<file path="src/rtl/feature_stream_tx.sv">
// Collects one frame of serial feature samples, then replays it as fixed-rate
// multi-lane beats for a sink that has no backpressure.
module feature_stream_tx #(
  parameter int DATA_W = 16,
  parameter int LANES  = 3,
  parameter int BEATS  = 25,
  parameter int GAP    = 0
) (
  input  logic                      clk,
  input  logic                      rst_n,
  input  logic                      flush,
  input  logic [DATA_W-1:0]         pix_in,
  input  logic                      pix_in_valid,
  output logic                      pix_in_ready,
  output logic [LANES*DATA_W-1:0]   data_out,
  output logic                      data_out_valid,
  output logic                      frame_done,
  output logic [7:0]                frame_cnt
);

  localparam int NSAMP  = LANES * BEATS;
  localparam int PTR_W  = (NSAMP > 1) ? $clog2(NSAMP) : 1;
  localparam int BEAT_W = (BEATS > 1) ? $clog2(BEATS) : 1;
  localparam int GAP_W  = 4;

  typedef enum logic [1:0] {S_FILL, S_SEND, S_GAP, S_DONE} state_t;

  state_t                   state, state_nx;
  logic [PTR_W-1:0]         wr_ptr, wr_ptr_nx;
  logic [BEAT_W-1:0]        rd_beat, rd_beat_nx;
  logic [GAP_W-1:0]         gap_cnt, gap_cnt_nx;
  logic [DATA_W-1:0]        sample_buf [NSAMP];
  logic                     wr_en;
  logic [PTR_W-1:0]         beat_base;
  logic [LANES*DATA_W-1:0]  beat_data;
  logic [LANES*DATA_W-1:0]  data_out_nx;
  logic                     valid_nx;
  logic                     done_nx;
  logic [7:0]               frame_cnt_nx;

  // Beat b, lane k is sample 3b+k, matching the dense stage's flatten order.
  always_comb begin
    beat_data = '0;
    beat_base = PTR_W'(rd_beat) * PTR_W'(LANES);
    for (int k = 0; k < LANES; k++) begin
      beat_data[k*DATA_W +: DATA_W] = sample_buf[beat_base + PTR_W'(k)];
    end
  end

  always_ff @(posedge clk or negedge rst_n) begin
    if (!rst_n) state <= S_FILL;
    else        state <= state_nx;
  end

  always_comb begin
    state_nx     = state;
    wr_ptr_nx    = wr_ptr;
    rd_beat_nx   = rd_beat;
    gap_cnt_nx   = gap_cnt;
    wr_en        = 1'b0;
    data_out_nx  = data_out;
    valid_nx     = 1'b0;
    done_nx      = 1'b0;
    frame_cnt_nx = frame_cnt;
    if (flush) begin
      state_nx   = S_FILL;
      wr_ptr_nx  = '0;
      rd_beat_nx = '0;
      gap_cnt_nx = '0;
    end else begin
      case (state)
        S_FILL: begin
          if (pix_in_valid && pix_in_ready) begin
            wr_en = 1'b1;
            if (wr_ptr == PTR_W'(NSAMP - 1)) begin
              state_nx   = S_SEND;
              wr_ptr_nx  = '0;
              rd_beat_nx = '0;
            end else begin
              wr_ptr_nx = wr_ptr + PTR_W'(1);
            end
          end
        end
        S_SEND: begin
          data_out_nx = beat_data;
          valid_nx    = 1'b1;
          if (rd_beat == BEAT_W'(BEATS - 1)) begin
            state_nx = S_DONE;
          end else begin
            rd_beat_nx = rd_beat + BEAT_W'(1);
            if (GAP > 0) begin
              state_nx   = S_GAP;
              gap_cnt_nx = '0;
            end
          end
        end
        S_GAP: begin
          if (gap_cnt == GAP_W'(GAP - 1)) state_nx = S_SEND;
          else                            gap_cnt_nx = gap_cnt + GAP_W'(1);
        end
        S_DONE: begin
          done_nx      = 1'b1;
          frame_cnt_nx = frame_cnt + 8'd1;
          state_nx     = S_FILL;
        end
        default: state_nx = S_FILL;
      endcase
    end
  end

  // Output stage: every port is a register loaded from the next-state decode.
  always_ff @(posedge clk or negedge rst_n) begin
    if (!rst_n) begin
      wr_ptr         <= '0;
      rd_beat        <= '0;
      gap_cnt        <= '0;
      pix_in_ready   <= 1'b0;
      data_out       <= '0;
      data_out_valid <= 1'b0;
      frame_done     <= 1'b0;
      frame_cnt      <= 8'd0;
    end else begin
      wr_ptr         <= wr_ptr_nx;
      rd_beat        <= rd_beat_nx;
      gap_cnt        <= gap_cnt_nx;
      pix_in_ready   <= (state_nx == S_FILL);
      data_out       <= data_out_nx;
      data_out_valid <= valid_nx;
      frame_done     <= done_nx;
      frame_cnt      <= frame_cnt_nx;
    end
  end

  always_ff @(posedge clk) begin
    if (wr_en) sample_buf[wr_ptr] <= pix_in;
  end

endmodule

</file>
<file path="config.mk">
export PLATFORM = sky130hd
export DESIGN_NAME = feature_stream_tx
export DESIGN_NICKNAME = d
export VERILOG_FILES = /design/src/rtl/feature_stream_tx.sv
export SDC_FILE = /design/constraint.sdc
export NUM_CORES = 2
export LEC_CHECK = 0
export BUFFER_PORTS_ARGS = -buffer_cell sky130_fd_sc_hd__buf_2
export CAP_MARGIN = 10
export CORE_MARGIN = 3
export CORE_UTILIZATION = 43
export CTS_CLUSTER_SIZE = 28
export DETAILED_ROUTE_END_ITERATION = 16
export GPL_TIMING_DRIVEN = 0
export PLACE_DENSITY = 0.56
export SYNTH_ARGS = -nofsm -noshare
export SYNTH_HDL_FRONTEND = slang
export SYNTH_SLANG_ARGS = --single-unit
</file>
<file path="constraint.sdc">
create_clock -name clk -period 5.8 [get_ports clk]
set_input_delay 0.29 -clock clk [delete_from_list [all_inputs] [get_ports clk]]
set_output_delay 0.29 -clock clk [all_outputs]
set_load 0.005 [all_outputs]
</file>
After elaboration in Yosys (flattened, before gate mapping) --
Memory sizes are Yosys's and may differ from the RTL's. A register that Yosys moved wholly into a read port is not among the register bits. Index checks and enable logic that the tools add are counted.
Operators by class: reduce and logical (&&, ||, !) cells 15, multiplexer cells 27, bitwise logic cells 1, eq/ne operators 10, $mul 1, add/sub/neg operators 6
Operators with widths (number):
- $mux 7 | 4
- $mux 5 | 4
- $add 7x1->7 const B | 2
- $mux 4 | 3
- $mux 2 | 5
- $pmux 5 s2 | 1
- $mux 1 | 9
- $ne 3x3->1 const B | 3
- $add 8x1->8 const B | 1
- $pmux 2 s4 | 1
- $reduce_and 2->1 | 4
- $add 7x2->7 const B | 1
- $eq 7x7->1 const B | 1
- $mul 5x2->7 const B | 1
- $reduce_bool 2->1 | 3
- $add 5x1->5 const B | 1
- $eq 5x5->1 const B | 1
- $add 4x1->4 const B | 1
- $eq 2x2->1 const B | 2
- $eq 4x4->1 const B | 1
- $logic_not 2->1 | 2
- $reduce_and 4->1 | 1
- $logic_not 1->1 | 3
- $reduce_bool 3->1 | 1
- 4 further kinds | 4
Word-level totals: memories 1, input port bits 20, RAM bits 1200, output and inout port bits 59, logic and storage cells 69, register bits after elaboration 29
Memory list:
- sample_buf | depth 75, bits a word 16, read ports 3, clocked after memory_dff 3, wr ports 1, RTL line 32 | logic [DATA_W-1:0] sample_buf [NSAMP];

Depth between registers and ports, before layout --
word-level depth 6, gate-level depth with buffers 18

Worst setup path after synthesis --
OpenSTA, ideal clock, no wires.
path type reg2reg, start register rd_beat[1], end register data_out[34] (read register of sample_buf), stages on the path, launching flop included 15, data arrival time 4.055 ns, data required time 5.675 ns, slack 1.621 ns, buffers on the path 5, library setup time 0.125 ns, period minus slack after synthesis 4.179 ns, cell sequence dfrtp_1 ha_1 inv_1 fa_1 inv_2 clkbuf_1 buf_1 ha_1 clkbuf_1 clkbuf_1 clkbuf_1 mux4_2 mux4_2 a2bb2oi_1 a21oi_1
Between the ends: word-level cells in the longest chain between the ends 2
Ends and longest elaborated chain:
- start: declaration | RTL line 30 | logic [BEAT_W-1:0] rd_beat, rd_beat_nx;
- start signal: assignment | RTL line 124 | rd_beat <= rd_beat_nx;
- $mul 5x2->7 | RTL line 44 | beat_base = PTR_W'(rd_beat) * PTR_W'(LANES);
- $add 7x2->7 | RTL line 46 | beat_data[k*DATA_W +: DATA_W] = sample_buf[beat_base + PTR_W'(k)];
- end: declaration | RTL line 15 | output logic [LANES*DATA_W-1:0] data_out,
Every way passes these cells. A chain may end at the register's enable or synchronous reset.

Worst setup path in the final report --
start register rd_beat[0], end register data_out[11] (read register of sample_buf)
Between the ends: word-level cells in the longest chain between the ends 1
Ends and longest elaborated chain (RTL line):
- $mul 5x2->7 | 44
Every way passes these cells.

==> impl_results.md <==
* Simple-Gate Fraction of Synth Area at 3.851%
* Final setup fails at 43
* Core area at 0.1593 mm^2
* Final min period at between 6 and 7 ns
* Worst Setup SP: rd_beat[0]$_DFFE_PN0P_
* Antenna violations before repair at between 40 and 50
* Netlist cell types at 68
* Die area at 0.1662 mm^2
* Horiz. Die Dim at 407.6 um
* Largest net degree at the start of global routing at 76
* Core Util, Final at between 50% and 60%
* P_leak at ~25 nW
* Tightest Pin Transition at between 1 and 1.5 ns
* Worst Skew at about 0.025 ns
* CTS tree: yes
* CTS Buf Count at between 100 and 150
* Mapped Area at slightly below 0.07 mm^2
* I/O pins at slightly below 80
* Complex-gate fraction of the synthesized area at 3.584%
* Post-synthesis mux area share at about a third
* Hold Crit Class: input pin to register
* Final Worst Setup Slack at -0.4657 ns
* Pre-CTS setup slack at -1.787 ns
* Unrepaired setup endpoints after global routing: true
* DP Area at 0.07455 mm^2
* GPL Wtd Cong at 1.132
* Max-slew violation count at 0
* Synth async-reset ratio at 6.030%
* Design area at between 0.08 and 0.09 mm^2
* Final WL at 364100 um
* Via Count at ~50000
* Port Buffer Count at just under 80
* Arrival @ worst endpoint at between 6 and 7 ns
* Drt first pass iters at 9
* First-pass GRT wire length at around 470000 um
* Register Area at between 0.03 and 0.04 mm^2
* DR vias/cell at ~8.0
* CTS clk-pin slew, worst paths at roughly 0.060 ns
* Post-Syn Area per Cell at approximately 18 um^2
* Area Growth Syn to Fin at 15.69%
* CTS Sinks at 1277
* Layout cells sized above 1 at a little over two fifths
* Period utilization at 108.0%
* Pwr Density at about 250 mW/mm^2
* Maxcap violations at 0
* Row count at about 150
* Worst EP required at 6.48 ns
* Worst min-delay path startpoint: pix_in[10]
* Total congestion overflow at 0
* Reg2Reg Launch Point: rd_beat[0]$_DFFE_PN0P_
* Setup bufs post-CTS at 0
* Avg WL per Cell at roughly 57 um
* CP Launch Type: register
* Status: finished, violations left
* Synthesis Warnings at 0
* Largest family of logic cells by synthesized area: multiplexers
* Max-slew headroom at 3.489%
* Fill cells at roughly 13000
* Synth Area in XOR/XNOR at 0.3842%
* Initial core utilization at 43.55%
* Total GRT Usage at a little over two fifths
* Initial DRC count at ~11000
* Tot Pwr at ~20 mW
* Syn nets at just under 4000
* Number of synthesized flops with an enable pin at 1200
* Failing checks: negative setup slack
* Predominant post-synthesis flop cell: edfxtp_1
* Footprint of the multi-input gates at 0.03035 mm^2
* Crit Path Class: register to register
* # DRC at 0
* Skew-Pair Late Insertion Delay at 0.84 ns
* Fmax at about 160 MHz
* Post-synthesis sequential area ratio at a little over half
* Antenna-violating nets left at 0
* Nets at 4168
* CTS H-tree depth at 4
* Root Buffer: clkbuf_16
* Max VDD drop at 284.8 uV
* Layout Cells excl Fill at approximately 6400
* Hpwl dp at between 200000 and 300000 um
* Max clock buf depth at 3
* Post-Synth Adder-Cell Area at 0.2633%
* Final Hold Viols at 0
* Placed cells at just over 6000
* Vias in the first global route at 46983
* Height of the chip at roughly 400 um
* Reg2Reg Setup Slack at -0.47 ns
* Worst-path fanout max at 11
* Yosys reg bits at roughly 1300
* Cells after Synth at approximately 3800
* Setup crit end kind: register
[where the power goes]
part           switching [mW]  internal (mW)  total (mW)
Clock                    4.13           5.22        9.36
Sequential             0.0678           10.1        10.2
Combinational           0.306          0.126       0.432
Total                    4.51           15.5        20.0
[flip-flops by register name, summed over array words and instances, names as in the netlist]
register        count
frame_cnt           8
state               2
rd_beat             5
data_out           48
wr_ptr              7
gap_cnt             4
sample_buf       1200
data_out_valid      1
pix_in_ready        1
frame_done          1
[area by class of cell]
type / count / share of cell area (%)
Antenna cell: 27 / 0.08419
Inverter: 18 / 0.08419
Multi-Input combinational cell: 2182 / 37.81
Clock inverter: 78 / 0.9074
Tap cell: 2146 / 3.346
Sequential cell: 1277 / 47.30
Buffer: 334 / 2.718
Timing Repair Buffer: 173 / 2.795
Clock buffer: 190 / 4.949
[routing by layer]
| layer | part of all wire [%] | track usage (%) | vias up |
|---|---|---|---|
| met3 | 18 | 26.58 | 1394 |
| met1 | 33 | 52.36 | 26864 |
| met2 | 40 | 57.31 | 5793 |
| met4 | 8.5 | 27.70 | 50 |
| li1 | - | - | 17179 |
| met5 | 0.28 | 4.454 | - |
[worst paths after layout]
kind                       depth (start not counted)                            to
hold reg to reg                                    1      frame_cnt[7]$_DFFE_PN0P_
setup / recovery                                  11      data_out[11]$_DFFE_PN0P_
min in group asynchronous                          3      data_out[20]$_DFFE_PN0P_
setup reg to reg                                  11      data_out[11]$_DFFE_PN0P_
max in group asynchronous                          3      frame_cnt[5]$_DFFE_PN0P_
hold / removal                                     2  sample_buf[24][10]$_DFFE_PP_
[Yosys cell counts (all sizes together), types with 25 or more instances]
master,number,area (um^2)
o22ai,32,200.2
nand3,81,410.4
a21oi,75,375.4
edfxtp,1200,36030
mux2,61,686.9
a311oi,25,219.0
a31oi,40,250.2
mux4,960,21620
a211oi,74,560.5
o21ai,27,135.1
buf,228,1491
nor2b,50,312.8
nand2,278,1046
mux2i,153,1531
clkbuf,107,401.6
nor2,131,494.2
dfrtp,77,1927
[kinds of logic (layout without fill, tap and decap cells)]
kind of cell,count (synthesis),count (layout)
AO/OA/AOI/OAI,359,359
adder cells (fa/ha/maj),14,14
XOR/XNOR,28,28
flip-flops,1277,1277
multiplexers,1174,1174
buffers and inverters,353,793
other,0,27
AND/OR/NAND/NOR,607,607
[cell usage in the layout (no fill, tap or decap), types with 53 or more instances in the layout]
cell type     n
nand2_1     277
mux2i_1     136
buf_2       143
mux4_2      960
clkbuf_1     86
dfrtp_1      77
nand3_1      76
nor2_1       53
clkbuf_16   148
a211oi_1     64
mux2_2       61
a21oi_1      68
buf_4       101
edfxtp_1   1200
[worst max-delay path, cell delays in order (launching register included)]
cell and delay, ns:
dfrtp_1 0.43, ha_1 0.28, inv_1 0.07, fa_1 0.47
xor2_2 0.33, buf_6 0.37, buf_2 0.55, clkbuf_1 1.10
clkbuf_2 1.08, a211oi_1 0.34, nor3_4 0.86, a21oi_1 0.17
[through the flow]
| step | hold WS, ns | setup TNS [ns] |
|---|---|---|
| 3_5_place_dp | 0.2569 | -54.94 |
| 5_1_grt | 0.01874 | -0.1882 |
| 3_3_place_gp | 0.4590 | -101.18 |
| 6_report | 0.008771 | -7.702 |
| 2_1_floorplan | -0.005591 | 0 |
| 4_1_cts | 0.003322 | -0.004401 |
[timing repair]
item | 4_1_cts | 5_1_grt
hold endpoints to repair | 362 | 0
endpoints found under the setup margin | 48 | 39
hold buffers | 14 | 0
pin swaps | 4 | 5
resized for setup | 137 | 63
No activity file was read; power rests on OpenSTA's default activity.
